[config.mk]
export PLATFORM = sky130hd
export DESIGN_NAME = sr_cmd_driver
export DESIGN_NICKNAME = d
export VERILOG_FILES = /design/src/rtl/sr_cmd_driver.sv
export SDC_FILE = /design/constraint.sdc
export NUM_CORES = 1
export LEC_CHECK = 0
export CELL_PAD_IN_SITES_DETAIL_PLACEMENT = 1
export CELL_PAD_IN_SITES_GLOBAL_PLACEMENT = 2
export CORE_MARGIN = 5
export CORE_UTILIZATION = 27
export CTS_CLUSTER_SIZE = 14
export DETAILED_ROUTE_END_ITERATION = 12
export PLACE_DENSITY = 0.69
export REMOVE_ABC_BUFFERS = 1
export SLEW_MARGIN = 25
export SYNTH_ARGS = -nofsm -noshare
export SYNTH_HDL_FRONTEND = slang
export SYNTH_SLANG_ARGS = --single-unit
[constraint.sdc]
create_clock -name clk -period 1.5 [get_ports clk]
set_input_delay 0.375 -clock clk [delete_from_list [all_inputs] [get_ports clk]]
set_output_delay 0.375 -clock clk [all_outputs]
set_load 0.005 [all_outputs]
[src/rtl/sr_cmd_driver.sv]
// sr_cmd_driver: command-side driver for an sr_flipflop in the same clock domain.
// A single-beat SET/RESET/TOGGLE/NOP request becomes a PULSE_W-cycle S or R pulse.
// The driver then watches q_fb for up to TIMEOUT cycles and reports done or err.
// Commands whose target already equals q_fb complete on the skip path with no pulse.
// S and R are never high together.
//
// Ports:
//   clk        rising-edge clock
//   reset      asynchronous, active-low reset
//   req_valid  command valid
//   req_op     00 NOP, 01 SET, 10 RESET, 11 TOGGLE
//   req_ready  high while idle (a command can be accepted)
//   q_fb       q from the driven flip-flop (same clock domain)
//   S, R       set / reset drive to the flip-flop
//   busy       high while pulsing or waiting for confirmation
//   done       one-cycle pulse, command confirmed (q_fb == target)
//   err        one-cycle pulse, confirmation window expired
module sr_cmd_driver #(
  parameter int unsigned PULSE_W = 2,
  parameter int unsigned TIMEOUT = 4
) (
  input  logic       clk,
  input  logic       reset,
  input  logic       req_valid,
  input  logic [1:0] req_op,
  output logic       req_ready,
  input  logic       q_fb,
  output logic       S,
  output logic       R,
  output logic       busy,
  output logic       done,
  output logic       err
);

  localparam int unsigned CntMax = (PULSE_W > TIMEOUT) ? PULSE_W : TIMEOUT;
  localparam int unsigned CntW   = $clog2(CntMax + 1);

  localparam logic [CntW-1:0] CntOne    = CntW'(1);
  localparam logic [CntW-1:0] CntSat    = {CntW{1'b1}};
  localparam logic [CntW-1:0] PulseLast = CntW'(PULSE_W);
  localparam logic [CntW-1:0] WaitLast  = CntW'(TIMEOUT - 1);

  typedef enum logic [1:0] {StIdle, StPulse, StWait} state_e;

  state_e          state_q, state_d;
  logic [CntW-1:0] cnt_q, cnt_d;
  logic            target_q, target_d;
  logic            s_q, s_d;
  logic            r_q, r_d;
  logic            done_q, done_d;
  logic            err_q, err_d;
  logic            busy_q, ready_q;

  logic accept;
  logic req_target;
  logic wait_match;
  logic wait_last;

  assign accept     = req_valid & (state_q == StIdle);
  assign wait_match = (q_fb == target_q);
  assign wait_last  = (cnt_q >= WaitLast);

  // Target level the flip-flop must reach; q_fb is sampled on the accept edge.
  always_comb begin
    req_target = q_fb;
    case (req_op)
      2'b01:   req_target = 1'b1;
      2'b10:   req_target = 1'b0;
      2'b11:   req_target = ~q_fb;
      default: req_target = q_fb;
    endcase
  end

  // State register and registered outputs.
  always_ff @(posedge clk or negedge reset) begin
    if (!reset) begin
      state_q  <= StIdle;
      cnt_q    <= '0;
      target_q <= 1'b0;
      s_q      <= 1'b0;
      r_q      <= 1'b0;
      done_q   <= 1'b0;
      err_q    <= 1'b0;
      busy_q   <= 1'b0;
      ready_q  <= 1'b1;
    end else begin
      state_q  <= state_d;
      cnt_q    <= cnt_d;
      target_q <= target_d;
      s_q      <= s_d;
      r_q      <= r_d;
      done_q   <= done_d;
      err_q    <= err_d;
      busy_q   <= (state_d != StIdle);
      ready_q  <= (state_d == StIdle);
    end
  end

  // Next-state logic.
  always_comb begin
    state_d  = state_q;
    cnt_d    = cnt_q;
    target_d = target_q;
    case (state_q)
      StIdle: begin
        if (accept) begin
          target_d = req_target;
          // Already at target: skip path, stay idle.
          if (req_target != q_fb) begin
            state_d = StPulse;
            cnt_d   = CntOne;
          end
        end
      end
      StPulse: begin
        // cnt_q counts pulse cycles already driven, including the accept edge.
        if (cnt_q >= PulseLast) begin
          state_d = StWait;
          cnt_d   = '0;
        end else if (cnt_q != CntSat) begin
          cnt_d = cnt_q + CntOne;
        end
      end
      StWait: begin
        if (wait_match || wait_last) begin
          state_d = StIdle;
          cnt_d   = '0;
        end else if (cnt_q != CntSat) begin
          cnt_d = cnt_q + CntOne;
        end
      end
      default: begin
        state_d = StIdle;
        cnt_d   = '0;
      end
    endcase
  end

  // Output next values; S/R follow the state being entered so they are never both high.
  always_comb begin
    s_d    = (state_d == StPulse) &  target_d;
    r_d    = (state_d == StPulse) & ~target_d;
    done_d = 1'b0;
    err_d  = 1'b0;
    if (state_q == StIdle && accept && (req_target == q_fb)) begin
      done_d = 1'b1;
    end
    if (state_q == StWait) begin
      done_d = wait_match;
      err_d  = ~wait_match & wait_last;
    end
  end

  assign S         = s_q;
  assign R         = r_q;
  assign done      = done_q;
  assign err       = err_q;
  assign busy      = busy_q;
  assign req_ready = ready_q;

endmodule

==> impl_metrics.csv, run 1 <==
group,metric,value,unit
setup_path,worst_path_dominant_cell_family,"compound AO/OA/AOI/OAI gates",
setup_path,endpoint_kind,"flip-flop",
global_routing,globalRoute.totalOverflow,0,
power_and_ir_drop,internal_power,1010,uW
global_routing,vias_in_the_first_global_route,520,
drt,drt-total-wl,1.47,mm
timing,setup_repair_after_global_routing_missed_its_margin,"true",
timing,report.final.hold_viol_count,0,
clock_network,worstSkewPairLatency,0.28,ns
clock_network,clock-sinks,12,
timing,slew-limit-headroom,82.7,%
timing,setup_slack,-0.0427,ns
placed_design,instance_area_at_placement,766,um2
finish,final_std_cells_w_o_fill,104,
yosys,top_cell_type_s_share_of_synthesized_area,48.4,%
finish,finalNetCount,86,
setup_path,critical-path-slowest-cell,"dfrtp_1",
clock_network,cts.root.buffer_cell,"clkbuf_4",
power_and_ir_drop,power,1530,uW
placed_design,dpl.hpwl,1.07,mm
clock_network,cts_tree,"built",
yosys,synth.top_cells.by_count,"dfrtp_1, nand2_1, inv_1",
yosys,synth_seq_cells,12,
floorplan,initial_core_util,28.7,%
yosys,synthMostInstantiatedCell,"dfrtp_1",
yosys,asyncSetResetFlopFracSynth,100,%
global_routing,grt_pass1_wl,2.40,mm
yosys,synth.largest_area_cell,"dfrtp_1",
timing,final_min_period_over_clock_period,103,%
timing,fmax,0.648,GHz
global_routing,grt_start_max_net_pins,13,
yosys,synth-edff-count,0,
run_status,status,"finished with violations",
timing,final.min_clock_period,1.54,ns
power_and_ir_drop,leakagePower,0.000425,uW
finish,register_area,302,um2
drt,drcViolationCount,0,
setup_path,timing.critical_path.required,1.70,ns
setup_path,critical_path.cell_chain,"ha_2, a211oi_4, nand4b_1, a22o_1, a22oi_1",
finish,layout.cell_area.non_filler,848,um2
drt,route.antenna.remaining_nets,0,
power_and_ir_drop,net_switching_component_of_the_power,527,uW
yosys,synth_top_flop_cell,"dfrtp_1",
finish,multi_input_combinational_cell_area,277,um2
yosys,postSynthAreaPerCell,10.7,um2
hold_path,worst_min_delay_path_class,"in2async",
yosys,synth_area_leaders,"dfrtp_1, dfstp_2, ha_1, nand2_1, o21ai_0",
floorplan,die_ht,55.9,um
timing,timing_worst_slew_pin_value,0.256,ns
floorplan,rows,16,
floorplan,die_area,3130,um2
power_and_ir_drop,irDropWorstVdd,0.000600,V
finish,layout-area-overhead-vs-synth,49.0,%
drt,post_drt_wl_per_cell,14.1,um
yosys,postSynthCellCount,53,
drt,drt-pass1-iter-count,4,
yosys,synth-seq-area-share,53.0,%
placed_design,placement.io_buffers,11,
run_status,failing_checks,"negative setup slack",
global_routing,grt_antenna_before_repair,0,
clock_network,cts_hold_repair.buffers,0,
clock_network,depth_of_the_cts_h_tree,1,
drt,first_iter_violations,6,
placed_design,place.detailed.instances,98,
yosys,synth.lib_cells_used.distinct,28,
drt,drt-vias-per-instance,4.69,
clock_network,clk_pin_slew,0.08,ns
timing,fin_worst_hold_slack,0.389,ns
timing,final-setup-viol-count,2,
power_and_ir_drop,p_comb_share,46.6,%
global_routing,track_usage,10.5,%
power_and_ir_drop,p_seq_share,36.2,%
drt,route.vias.total,488,
setup_path,worst_setup_path_start_kind,"flip-flop",
setup_path,highest_net_fanout_along_the_worst_path,4,
setup_path,cp.arrival,1.74,ns
placed_design,finalWeightedCongestion,0.731,
power_and_ir_drop,clock_power_share,17.2,%
clock_network,cts_bufs_inserted,3,
timing,timing.final.max_slew_violations,0,
floorplan,fp.coreArea,1980,um2
finish,share_of_post_route_cells_with_drive_strength_above_1,32.5,%
timing,final.setup_skew,0.00508,ns
floorplan,die_x,55.9,um
finish,layout.filler_cells,237,
flow_run,timing.max_cap.violations,0,
finish,insertedDiodeCount,0,
power_and_ir_drop,powerDensity,1810,nW/um2
yosys,yosys_warnings,0,
yosys,post_synth_instance_area,569,um2
timing,setup_tns,-0.0825,ns
power_and_ir_drop,power.switching_fraction,34.4,%
setup_path,worst_path_max_stage_delay,0.43,ns
setup_path,critical_path_buf_inv_count,0,
clock_network,cts-root-to-sink-buffers,2,
setup_path,criticalPathCategory,"reg2reg",
floorplan,floorplan.io_pins,12,
-- state kept, by name (all words and copies together), names as in the netlist --
name,cells
state_q,2
target_q,1
done,1
S,1
cnt_q,3
err,1
R,1
busy,1
req_ready,1
-- placed cells by master (no fill, tap or decap) --
cell,netlist,routed
nor2b_2,0,1
dlygate4sd2_1,0,4
a21oi_1,2,2
mux2_2,1,1
ha_2,0,1
a22o_1,1,1
or2_2,1,1
o211ai_1,1,1
dlymetal6s2s_1,0,2
inv_1,5,5
nor3_2,0,1
a211oi_4,0,1
o21ai_2,0,1
nor4b_1,1,1
and3_1,1,1
nand2_1,6,6
clkdlybuf4s50_1,0,5
buf_4,0,8
dfrtp_1,11,11
o21ai_0,4,4
xor2_1,1,1
or3b_4,1,1
clkbuf_4,0,3
a221oi_2,0,1
and2_4,1,1
nand3_1,1,1
nor2_1,2,2
ha_1,2,1
dfstp_2,1,1
a22oi_1,1,1
clkbuf_8,0,1
nand2b_4,1,1
buf_6,0,1
nand4b_1,1,1
o22ai_1,1,1
a21o_1,1,1
-- layer usage --
| metal | wire length (um) | track usage, % | vias up |
|---|---|---|---|
| li1 | - | - | 237 |
| met1 | 573 | 9.18 | 236 |
| met5 | 0 | 0 | - |
| met4 | 64 | 9.15 | 0 |
| met3 | 43 | 2.55 | 5 |
| met2 | 791 | 19.6 | 10 |
-- cells by family (layout without fill, tap and decap cells) --
| logic type | after synthesis | after routing | synth area share (%) |
|---|---|---|---|
| and+or+nand+nor | 18 | 18 | 19.3 |
| buffers and inverters | 5 | 29 | 3.30 |
| adders and majority gates | 2 | 2 | 4.39 |
| DFF | 12 | 12 | 53.0 |
| xor gates and xnor gates | 1 | 1 | 1.54 |
| muxes | 1 | 1 | 1.98 |
| AOI/OAI and AO/OA | 14 | 14 | 16.5 |
-- area by class of cell --
type / count / area share, %
timing repair buffer: 20 / 21.4
clock buffer: 4 / 4.28
tap: 27 / 3.98
multi-input combinational: 36 / 32.6
inverter: 5 / 2.21
sequential: 12 / 35.5
-- power groups by stage --
stage / logic, uW / clock network [uW] / registers, uW
after floorplan: 319 / 0 / 549
after global placement: 635 / 0 / 552
after detailed placement: 644 / 0 / 559
after CTS: 696 / 278 / 556
after global routing: 790 / 294 / 573
final: 715 / 263 / 556
-- worst paths after layout --
kind	start	to	slack, ns	depth (start not counted)
worst max-delay path	cnt_q[0]$_DFFE_PN0P_	cnt_q[0]$_DFFE_PN0P_	-0.04	5
worst min-delay path	reset	done$_DFF_PN0_	0.39	2
worst max register to register	cnt_q[0]$_DFFE_PN0P_	cnt_q[0]$_DFFE_PN0P_	-0.04	5
worst min register to register	state_q[0]$_DFF_PN0_	done$_DFF_PN0_	0.57	1
max in group asynchronous	reset	req_ready$_DFF_PN1_	0.88	2
min in group clk	state_q[0]$_DFF_PN0_	done$_DFF_PN0_	0.57	1
-- per-stage QoR --
step,setup slack (ns),utilization (%)
global placement,-0.354,38.6
finish,-0.0427,42.8
CTS,-0.0202,42.2
detailed placement,-0.355,38.6
global route,-0.155,42.8
floorplan,0.0525,-
-- what timing repair did --
action                     in CTS  in global routing
resized for setup              10                  3
buffers inserted                2                  0
cloned                          0                  0
pin swaps                       4                  2
setup endpoints to repair       7                  8
Note: power is estimated with default switching activity, not from simulation.
==> run 2: changes to the inputs <==
==> constraint.sdc (replaced) <==
create_clock -name clk -period 1.5 [get_ports clk]
set_input_delay 0.375 -clock clk [delete_from_list [all_inputs] [get_ports clk]]
set_output_delay 0.375 -clock clk [all_outputs]
set_load 0.01 [all_outputs]
==> impl_metrics.csv, run 2 (synthesis gave the netlist of run 1 again) <==
group,metric,value,unit
run_status,status,"finished with violations",
run_status,failing_checks,"negative setup slack",
setup_path,r2r_cells,5,
setup_path,timing.critical_path.required,1.70,ns
drt,first_iter_violations,4,
clock_network,clock-sinks,12,
placed_design,finalWeightedCongestion,0.731,
power_and_ir_drop,powerDensity,1840,nW/um2
drt,route.antenna.remaining_nets,0,
timing,slew-limit-headroom,82.7,%
clock_network,clk_pin_slew,0.08,ns
finish,largest_register,"cnt_q",
global_routing,grt_start_max_net_pins,13,
global_routing,grt_pass1_wl,2.40,mm
finish,flip_flop_count_of_the_largest_register_after_layout,3,
power_and_ir_drop,power,1550,uW
floorplan,rows,16,
setup_path,ff2ff_setup_slack,-0.04,ns
setup_path,critical-path-slowest-cell,"dfrtp_1",
setup_path,crit-reg2reg-launch,"cnt_q[1]$_DFFE_PN0P_",
flow_run,timing.max_cap.violations,0,
setup_path,critical_path_buf_inv_count,0,
global_routing,vias_in_the_first_global_route,520,
setup_path,timing.rr.end,"cnt_q[0]$_DFFE_PN0P_",
timing,final_min_period_over_clock_period,103,%
clock_network,depth_of_the_cts_h_tree,1,
global_routing,globalRoute.totalOverflow,0,
setup_path,worst_setup_path_start_kind,"flip-flop",
timing,setup_tns,-0.0794,ns
timing,final.setup_skew,0.00508,ns
clock_network,cts_bufs_inserted,3,
drt,drt-vias-per-instance,4.69,
placed_design,dpl.hpwl,1.07,mm
floorplan,die_x,55.9,um
placed_design,instance_area_at_placement,766,um2
timing,timing_worst_slew_pin_value,0.256,ns
finish,layout-area-overhead-vs-synth,47.5,%
clock_network,cts_hold_repair.buffers,0,
clock_network,worstSkewPairLatency,0.28,ns
global_routing,track_usage,10.5,%
setup_path,endpoint_kind,"flip-flop",
finish,layout.cell_area.non_filler,840,um2
timing,timing.final.max_slew_violations,0,
timing,fmax,0.649,GHz
setup_path,worst_path_max_stage_delay,0.42,ns
setup_path,cp.arrival,1.74,ns
floorplan,fp.coreArea,1980,um2
finish,insertedDiodeCount,0,
finish,most_common_library_cell_in_the_layout_ignoring_fill_and_taps,"dfrtp_1",
power_and_ir_drop,leakagePower,0.000409,uW
finish,final_std_cells_w_o_fill,104,
placed_design,place.detailed.instances,98,
timing,report.final.hold_viol_count,0,
drt,route.vias.total,488,
setup_path,highest_net_fanout_along_the_worst_path,4,
clock_network,cts-root-to-sink-buffers,2,
setup_path,worst_path_dominant_cell_family,"compound AO/OA/AOI/OAI gates",
hold_path,worst_min_delay_path_class,"in2async",
floorplan,die_area,3130,um2
drt,drt-pass1-iter-count,4,
finish,finalNetCount,86,
setup_path,criticalPathCategory,"reg2reg",
clock_network,cts_tree,"built",
floorplan,floorplan.io_pins,12,
global_routing,grt_antenna_before_repair,0,
power_and_ir_drop,irDropWorstVdd,0.000601,V
timing,setup_repair_after_global_routing_missed_its_margin,"true",
clock_network,cts.root.buffer_cell,"clkbuf_4",
setup_path,critical_path.cell_chain,"ha_2, a211oi_4, nand4b_1, a22o_1, a22oi_1",
timing,final-setup-viol-count,2,
floorplan,initial_core_util,28.7,%
floorplan,die_ht,55.9,um
drt,drcViolationCount,0,
finish,commonest_cells_after_routing_fill_and_taps_aside,"dfrtp_1, buf_4, dlygate4sd2_1",
placed_design,placement.io_buffers,11,
drt,post_drt_wl_per_cell,14.1,um
finish,biggestRegsByFlops,"cnt_q x3, state_q x2",
timing,final.min_clock_period,1.54,ns
drt,drt-total-wl,1.47,mm
finish,share_of_post_route_cells_with_drive_strength_above_1,32.5,%
timing,setup_slack,-0.0413,ns
==> run 2: cell count changes in the layout (fill, tap and decap cells not counted), sizes merged <==
| cell | previous run | this run |
|---|---|---|
| dlymetal6s2s | 2 | 0 |
| clkdlybuf4s50 | 5 | 4 |
| dlygate4sd2 | 4 | 7 |
==> run 2: timing repair <==
action,4_1_cts,5_1_grt
endpoints found under the setup margin,10,7
gates resized for setup,13,1
buffers inserted,2,0
cloned,0,0
pin swaps,5,2
==> run 2: worst max-delay path by stage <==
stage	startpoint	slack (ns)	cells past startpoint	endpoint
2_1_floorplan	cnt_q[0]$_DFFE_PN0P_	0.05	5	cnt_q[0]$_DFFE_PN0P_
3_3_place_gp	q_fb	-0.35	5	cnt_q[1]$_DFFE_PN0P_
3_5_place_dp	q_fb	-0.36	5	cnt_q[1]$_DFFE_PN0P_
4_1_cts	cnt_q[1]$_DFFE_PN0P_	-0.02	5	cnt_q[0]$_DFFE_PN0P_
5_1_grt	cnt_q[1]$_DFFE_PN0P_	-0.16	5	cnt_q[0]$_DFFE_PN0P_
6_report	cnt_q[1]$_DFFE_PN0P_	-0.04	5	cnt_q[0]$_DFFE_PN0P_
==> run 2: metal layers <==
| metal | global-route usage [%] | up-vias | share of wire, % | wire [um] |
|---|---|---|---|---|
| met5 | 0 | - | 0 | 0 |
| met4 | 9.15 | 0 | 4.4 | 64 |
| li1 | - | 237 | - | - |
| met1 | 9.18 | 236 | 38 | 561 |
| met3 | 2.55 | 5 | 3.3 | 49 |
| met2 | 19.6 | 10 | 54 | 789 |
==> run 2: cell type report <==
type,count,area (um2)
repair buffers,20,173
fillers,240,1140
inverters,5,18.8
well taps,27,33.8
flip-flops and latches,12,302
clock buffers,4,36.3
multi-input cells,36,277
==> run 2: per-stage QoR <==
step / utilization (%) / hold slack, ns / setup slack [ns]
detailed placement: 38.6 / 0.550 / -0.355
global route: 42.4 / 0.393 / -0.163
CTS: 42.0 / 0.391 / -0.0184
global placement: 38.6 / 0.528 / -0.354
finish: 42.4 / 0.389 / -0.0413
floorplan: - / 0.0794 / 0.0525
==> run 2: where the power goes <==
part           internal [uW]  total (uW)  switching, uW  leakage, uW
Clock                    148         263            116    0.0000210
Combinational            396         728            332     0.000235
Sequential               453         556            103     0.000153
==> run 3: changes to the inputs <==
--- a/config.mk
+++ b/config.mk
@@ -8,10 +8,11 @@
 export CELL_PAD_IN_SITES_DETAIL_PLACEMENT = 1
 export CELL_PAD_IN_SITES_GLOBAL_PLACEMENT = 2
 export CORE_MARGIN = 5
-export CORE_UTILIZATION = 27
+export CORE_UTILIZATION = 29
+export CTS_BUF_LIST = sky130_fd_sc_hd__clkbuf_2 sky130_fd_sc_hd__clkbuf_4 sky130_fd_sc_hd__clkbuf_8
 export CTS_CLUSTER_SIZE = 14
 export DETAILED_ROUTE_END_ITERATION = 12
-export PLACE_DENSITY = 0.69
+export PLACE_DENSITY = 0.73
 export REMOVE_ABC_BUFFERS = 1
 export SLEW_MARGIN = 25
 export SYNTH_ARGS = -nofsm -noshare
==> impl_metrics.csv, run 3 (synthesis gave the netlist of run 1 again) <==
group,metric,value,unit
drt,drt-pass1-iter-count,3,
placed_design,dpl.hpwl,1.09,mm
timing,final.min_clock_period,1.51,ns
drt,first_iter_violations,3,
floorplan,initial_core_util,29.6,%
drt,post_drt_wl_per_cell,13.5,um
placed_design,finalWeightedCongestion,0.730,
setup_path,cp.arrival,1.70,ns
finish,layout-area-overhead-vs-synth,52.5,%
setup_path,criticalPathCategory,"reg2reg",
timing,final.setup_skew,0.00326,ns
run_status,failing_checks,"negative setup slack",
power_and_ir_drop,irDropWorstVdd,0.000723,V
global_routing,grt_antenna_before_repair,0,
finish,layout.filler_cells,225,
drt,drt-total-wl,1.45,mm
timing,timing_worst_slew_pin_value,0.250,ns
finish,insertedDiodeCount,0,
global_routing,track_usage,12.2,%
finish,commonest_cells_after_routing_fill_and_taps_aside,"dfrtp_1, buf_4, dlygate4sd2_1",
timing,final_min_period_over_clock_period,101,%
clock_network,depth_of_the_cts_h_tree,1,
timing,fin_worst_hold_slack,0.405,ns
global_routing,globalRoute.totalOverflow,0,
placed_design,worst_slack_at_placement,-0.355,ns
setup_path,worst_setup_path_start_kind,"flip-flop",
global_routing,grt_pass1_wl,2.54,mm
setup_path,endpoint_kind,"flip-flop",
clock_network,clock-sinks,12,
clock_network,worstSkewPairLatency,0.27,ns
finish,biggestRegsByFlops,"cnt_q x3, state_q x2",
drt,drcViolationCount,0,
timing,setup_repair_after_global_routing_missed_its_margin,"true",
global_routing,grt_start_max_net_pins,13,
global_routing,vias_in_the_first_global_route,578,
placed_design,placement.io_buffers,11,
flow_run,timing.max_cap.violations,0,
finish,final_std_cells_w_o_fill,107,
finish,share_of_post_route_cells_with_drive_strength_above_1,37.5,%
setup_path,highest_net_fanout_along_the_worst_path,3,
drt,route.antenna.remaining_nets,0,
finish,flip_flop_count_of_the_largest_register_after_layout,3,
run_status,status,"finished with violations",
floorplan,die_x,54.3,um
clock_network,cts-root-to-sink-buffers,2,
clock_network,clk_pin_slew,0.08,ns
drt,route.vias.total,496,
timing,slew-limit-headroom,83.1,%
timing,final-setup-viol-count,1,
finish,largest_register,"cnt_q",
power_and_ir_drop,leakagePower,0.000424,uW
placed_design,place.detailed.instances,101,
drt,drt-vias-per-instance,4.64,
timing,setup_slack,-0.0108,ns
clock_network,cts_bufs_inserted,3,
clock_network,cts.root.buffer_cell,"clkbuf_4",
timing,timing.final.max_slew_violations,0,
timing,setup_tns,-0.0108,ns
power_and_ir_drop,powerDensity,1820,nW/um2
floorplan,floorplan.io_pins,12,
timing,report.final.hold_viol_count,0,
clock_network,cts_tree,"built",
floorplan,die_ht,54.3,um
setup_path,timing.critical_path.required,1.69,ns
floorplan,rows,16,
hold_path,worst_min_delay_path_class,"in2async",
floorplan,fp.coreArea,1920,um2
timing,fmax,0.662,GHz
floorplan,die_area,2950,um2
finish,finalNetCount,89,
-- run 3: metal layers --
metal | wire (um) | part of all wire (%) | GRT usage, %
met5 | 0 | 0 | 0
met4 | 37 | 2.6 | 7.47
met3 | 55 | 3.8 | 2.45
met1 | 590 | 41 | 13.0
met2 | 762 | 53 | 21.9
-- run 3: power by group --
part           switching [uW]  internal, uW
logic                     352           424
registers                91.4           453
clock network             110           148
-- run 3: area by class of cell --
cell class | instances | area, um2 | share of cell area (%)
sequential | 12 | 302 | 34.7
clock buffer | 4 | 36.3 | 4.18
timing repair buffer | 23 | 194 | 22.3
inverter | 5 | 18.8 | 2.16
multi-input combinational | 36 | 284 | 32.7
tap | 27 | 33.8 | 3.89
-- run 3: metrics by stage --
stage          total power [uW]  utilization [%]  instance area [um2]
2_1_floorplan               893                -                  569
6_report                   1580             45.2                  868
3_5_place_dp               1250             41.0                  788
5_1_grt                    1700             45.2                  868
3_3_place_gp               1230             41.0                  788
4_1_cts                    1520             43.7                  840
-- run 3: timing repair --
item / in CTS / in global routing
buffers inserted: 1 / 1
pin swaps: 3 / 1
hold buffers: 0 / 0
endpoints found under the setup margin: 11 / 6
resized for setup: 12 / 5
-- run 3: path summary, 6_finish.rpt --
path / startpoint / to / slack, ns / cells after the start
worst max-delay path: cnt_q[0]$_DFFE_PN0P_ / cnt_q[0]$_DFFE_PN0P_ / -0.01 / 5
max in group asynchronous: reset / req_ready$_DFF_PN1_ / 0.87 / 2
worst min-delay path: reset / R$_DFF_PN0_ / 0.41 / 2
worst min register to register: cnt_q[2]$_DFFE_PN0P_ / cnt_q[2]$_DFFE_PN0P_ / 0.65 / 2
min in group clk: req_valid / cnt_q[2]$_DFFE_PN0P_ / 0.57 / 4
worst max register to register: cnt_q[0]$_DFFE_PN0P_ / cnt_q[0]$_DFFE_PN0P_ / -0.01 / 5
-- run 3: critical path, cell delays in order, from the launching register on --
cell      delay (ns)
dfrtp_1         0.42
ha_2            0.22
a211oi_4        0.17
nand4b_1        0.21
a22o_1          0.27
a22oi_1         0.13
==> RTL edit 1: new RTL, settings of run 2 <==
The output `err` loses its register stage (`err_q` becomes a continuous assignment).
--- a/src/rtl/sr_cmd_driver.sv
+++ b/src/rtl/sr_cmd_driver.sv
@@ -80,7 +80,6 @@
       s_q      <= 1'b0;
       r_q      <= 1'b0;
       done_q   <= 1'b0;
-      err_q    <= 1'b0;
       busy_q   <= 1'b0;
       ready_q  <= 1'b1;
     end else begin
@@ -90,11 +89,12 @@
       s_q      <= s_d;
       r_q      <= r_d;
       done_q   <= done_d;
-      err_q    <= err_d;
       busy_q   <= (state_d != StIdle);
       ready_q  <= (state_d == StIdle);
     end
   end
+
+  assign err_q = err_d;
 
   // Next-state logic.
   always_comb begin
Function: changed (Yosys sat finds a counterexample within 10 cycles, from zero or initial values and one cycle with reset low).
==> RTL edit 1 against run 2 <==
The flow still finishes with violations (setup timing). Combinational power grew 40%. Maximum frequency shrank 5.4%. Sequential cell count shrank 1. Sequential power shrank 12%. Power grew 11%. Synthesized area grew 7.9%. Routed wire length grew 24%. Non-clock buffer count grew 8. Design area grew 11%. Count of clock-buffer cells in the layout is the same. Setup slack lost 0.089 ns. Critical path type is now register to primary output.
==> RTL edit 1: results (changes against run 2) <==
Non-Clock Buffer Count 28 (+40%); ratio of cells with drive above 1 in the final layout 32.61% (+0.14 points); result of the run complete, but fails checks; vias in the first global route 642 (+23%); Seq cells 11 (-1); Setup TNS Final -0.1299 ns (-0.05048 ns); n_diodes 0 (unchanged); FF/Latch Area 276.5 um^2 (-8.3%); final worst slack -0.1299 ns (-0.08855 ns); All-Layer GR Usage 11.66% (+1.1 points); Pleak 0.4434 nW (+8.3%); Layout Nets 101 (+17%); delay-heaviest family, CP flip-flops; part of the Yosys area used for sequential elements 45.01% (-8.0 points); via/cell ratio 4.800 (+2.3%); Worst slew margin 82.01% (-0.66 points); Post-Synth Adder-Cell Area 4.073% (-0.32 points); post-synth cell types 30 (+7.1%); Post-Synth XOR/XNOR Area 1.426% (-0.11 points); placed standard-cell area 862.1 um^2 (+13%); initial antenna violation count 0 (unchanged); number of synthesis warnings 0 (unchanged); GPL Wtd Cong 0.8530 (+17%); Post-Synthesis Cells 62 (+17%); Total Routed Length 1816 um (+24%); dpl ws -0.7285 ns (-0.3735 ns); multi-input gates 44 (+22%); clk_skew 0.006873 ns (+0.001795 ns); largest net degree at the start of global routing 12 (-1); Filler cells 252 (+5.0%); Clock Latency Late Sink 0.26 ns (-0.02 ns); NonClk Buf Share 24.56% (+4.0 points); Cells after DPL 114 (+16%); switching power 708.0 uW (+29%); Synth Area in Compound Gates 21.59% (+5.1 points); top cells by count, synth 10 x dfrtp_1, 7 x nand2_1, 5 x inv_1; critical path arrival 1.25 ns (-0.49 ns); Multi-input gate area 346.6 um^2 (+25%); Worst path max stage delay 0.40 ns (-0.02 ns); first-pass GRT wire length 3029 um (+26%); failing checks setup timing; top cells by area, synth dfrtp_1 41%, dfstp_2 4.3%, nand2_1 4.3%, ha_1 4.1%, o21ai_0 3.3%; mux share of post-synthesis cell area 2.444% (+0.47 points); detailed-route via count 576 (+18%); iteration-0 DRC count of the detailed router 10 (+6); fraction of area in multi-input gates 37.18% (+4.2 points); tap cell count 28 (+3.7%); DP HPWL 1377 um (+29%); Layout clock area frac 2.819% (-1.5 points); setup violators final 1 (-1); maximum vdd drop 666.9 uV (+11%)
## RTL edit 1: changes by cell type in the layout (fill, tap and decap cells not counted), moves of 2 or more
cell,before,now
buf_4,8,16
nand3_1,1,3
nand3b_1,0,2
nand4_1,0,2
nor2b_1,0,2
## RTL edit 1: worst paths after layout
check                             to  startpoint  slack, ns  depth (start not counted)
max                              err    cnt_q[1]      -0.13                          4
min                         cnt_q[2]       reset       0.41                          2
max reg2reg                 cnt_q[0]    cnt_q[1]       0.02                          6
min reg2reg                 cnt_q[1]  state_q[0]       0.66                          3
max in group asynchronous  req_ready       reset       0.86                          2
min in group clk            cnt_q[1]  state_q[0]       0.66                          3
## RTL edit 1: kinds of logic after synthesis
group                      count (synthesis)
DFF                                       11
muxes                                      1
xor gates and xnor gates                   1
and+or+nand+nor                           23
adders and majority gates                  2
AOI/OAI and AO/OA                         17
buffers and inverters                      7
## RTL edit 1: timing repair
| item | 4_1_cts | 5_1_grt |
|---|---|---|
| gates cloned | 0 | 0 |
| setup endpoints to repair | 10 | 5 |
| pin swaps | 3 | 2 |
| setup buffers | 2 | 0 |
| gates resized for setup | 14 | 3 |
## RTL edit 1: metal layers
layer | GRT usage [%] | share of wire, % | up-vias
li1 | - | - | 288
met1 | 15.32 | 47 | 275
met2 | 19.68 | 49 | 11
met3 | 0.6682 | 2.4 | 2
met4 | 4.967 | 1.5 | 0
met5 | 0 | 0 | -
## RTL edit 1: power groups by stage
stage / Clock (mW) / Combinational (mW) / Sequential [mW]
global route: 0.224 / 1.12 / 0.504
global placement: 0 / 0.938 / 0.487
finish: 0.208 / 1.02 / 0.491
detailed placement: 0 / 0.955 / 0.495
CTS: 0.209 / 0.972 / 0.494
floorplan: 0 / 0.408 / 0.574
==> RTL edit 2: new RTL, config.mk and constraints of run 2 <==
Made on the original files. Change the parameter `TIMEOUT` from 4 to 16.
--- a/src/rtl/sr_cmd_driver.sv
+++ b/src/rtl/sr_cmd_driver.sv
@@ -17,7 +17,7 @@
 //   err        one-cycle pulse, confirmation window expired
 module sr_cmd_driver #(
   parameter int unsigned PULSE_W = 2,
-  parameter int unsigned TIMEOUT = 4
+  parameter int unsigned TIMEOUT = 16
 ) (
   input  logic       clk,
   input  logic       reset,
Function: changed (Yosys sat finds a counterexample within 10 cycles, from zero or initial values and one cycle with reset low).
==> RTL edit 2 against run 2 <==
Routed wire length up 44%. Synthesized area up 34%. Design area up 36%. Setup slack better by 0.077 ns. Critical path depth unchanged. Non-clock buffer count up 8. Combinational power up 32%. Largest cell class is now multi-input combinational cells. Via count up 41%. Sequential cell count up 2. Critical endpoint is now cnt_q[2]. Power up 20%. Maximum frequency up 5.2%.
==> RTL edit 2: results (changes against run 2) <==
Synth Area in Compound Gates 19.18% (+2.7 points); HP Class input port to asynchronous set/reset pin; Initial DRT Pass Iterations 4 (unchanged); ratio of cells with drive above 1 in the final layout 37.38% (+4.9 points); n_diodes 0 (unchanged); vias in the first global route 746 (+43%); GPL Wtd Cong 0.7822 (+7.0%); Post-Synth Adder-Cell Area 3.279% (-1.1 points); post-synth cell types 34 (+21%); asr flop ratio synth 100.0% (unchanged); Filler cells 309 (+29%); dpl ws -0.5522 ns (-0.1972 ns); Max Cap Viol 0 (unchanged); part of the Yosys area used for sequential elements 46.07% (-6.9 points); clock root cell clkbuf_4; Clock Latency Late Sink 0.28 ns (about the same); top_reg_cell synth dfrtp_1; I/O Buffers 11 (unchanged); Clock transition at path regs 0.10 ns (+0.02 ns); mux share of post-synthesis cell area 2.787% (+0.81 points); maximum vdd drop 721.7 uV (+20%); top flop regs cnt_q: 5 flops, state_q: 2 flops; clk_skew 0.004870 ns (-0.0002079 ns); critical path arrival 1.67 ns (-0.07 ns); Post-Synth XOR/XNOR Area 3.443% (+1.9 points); DP HPWL 1564 um (+47%); Worst path max stage delay 0.46 ns (+0.04 ns); total CTS buffers 3 (unchanged); result of the run complete, no violations; H-tree levels 1 (unchanged); top cells by area, synth dfrtp_1 43%, a21oi_1 3.9%, nand2_1 3.9%, dfstp_2 3.4%, ha_1 3.3%; internal power 1.157 mW (+16%); worst-margin pin slew 0.2788 ns (+0.02254 ns); Layout Nets 116 (+35%); delay-heaviest family, CP flip-flops; CP max stage cell dfrtp_2; crit-path max FO 4 (unchanged); initial antenna violation count 0 (unchanged); Total Routed Length 2108 um (+44%); iteration-0 DRC count of the detailed router 10 (+6); first-pass GRT wire length 3450 um (+44%); number of synthesis warnings 0 (unchanged); All-Layer GR Usage 10.75% (+0.23 points); via/cell ratio 4.978 (+6.1%); largest net degree at the start of global routing 15 (+2); Pleak 0.5167 nW (+26%); top cells by count, synth 13 x dfrtp_1, 8 x nand2_1, 6 x a21oi_1, 6 x nor2_1, 5 x o21ai_0; clk buf depth 2 (unchanged)
==> RTL edit 2: cell families (layout without fill, tap and decap cells) <==
family / Yosys count / count (layout)
buffers and inverters: 7 / 36
and+or+nand+nor: 29 / 29
adders and majority gates: 2 / 2
DFF: 14 / 14
AOI/OAI and AO/OA: 21 / 21
xor gates and xnor gates: 3 / 3
muxes: 2 / 2
==> RTL edit 2: final timing paths <==
kind,end,startpoint,depth (start not counted),slack (ns)
hold reg to reg,err,state_q[0],1,0.65
max in group asynchronous,req_ready,reset,2,0.86
setup / recovery,cnt_q[2],cnt_q[1],5,0.04
hold / removal,cnt_q[2],reset,2,0.39
setup reg to reg,cnt_q[2],cnt_q[1],5,0.04
min in group clk,err,state_q[0],1,0.65
==> RTL edit 2: timing repair <==
action / 4_1_cts / 5_1_grt
setup endpoints to repair: 13 / 8
resized for setup: 14 / 14
hold buffers: 0 / 0
setup buffers: 3 / 0
pin swaps: 2 / 5
==> RTL edit 2: final cells by class <==
class	instances	area [um^2]	area share (%)
inverter	4	15.01	1.317
timing repair buffer	28	236.5	20.75
multi-input combinational	57	459.2	40.29
clock buffer	4	36.28	3.183
sequential	14	354.1	31.06
tap	31	38.79	3.403
==> RTL edit 2: metrics by stage <==
step,TNS (ns),instance area (um^2),cells,hold slack [ns],utilization (%)
5_1_grt,-0.07680,1140,138,0.4108,41.69
3_3_place_gp,-3.459,1005,131,0.5935,36.75
2_1_floorplan,0,750.7,75,0.07941,-
6_report,0,1140,138,0.3884,41.69
4_1_cts,-0.0001106,1085,138,0.3809,39.68
3_5_place_dp,-4.235,1005,131,0.5849,36.75
==> RTL edit 2: power by group through the flow <==
stage / sequential, mW / clock [mW] / combinational (mW)
floorplan: 0.653 / 0 / 0.379
global placement: 0.599 / 0 / 0.830
detailed placement: 0.604 / 0 / 0.837
CTS: 0.600 / 0.297 / 0.883
global route: 0.631 / 0.310 / 1.07
finish: 0.612 / 0.280 / 0.961
==> RTL edit 2: worst reg2reg max path: stages (launching register included) <==
cell and delay, ns:
dfrtp_2 0.46, ha_4 0.18, nor4b_4 0.24, nand2_1 0.12, a21boi_1 0.22, a2bb2oi_2 0.18
==> RTL edit 2: routing by layer <==
layer / part of all wire [%] / GRT usage, %
met1: 44 / 13.44
met2: 52 / 18.46
met3: 2.4 / 1.599
met4: 1.1 / 3.979
met5: 0 / 0
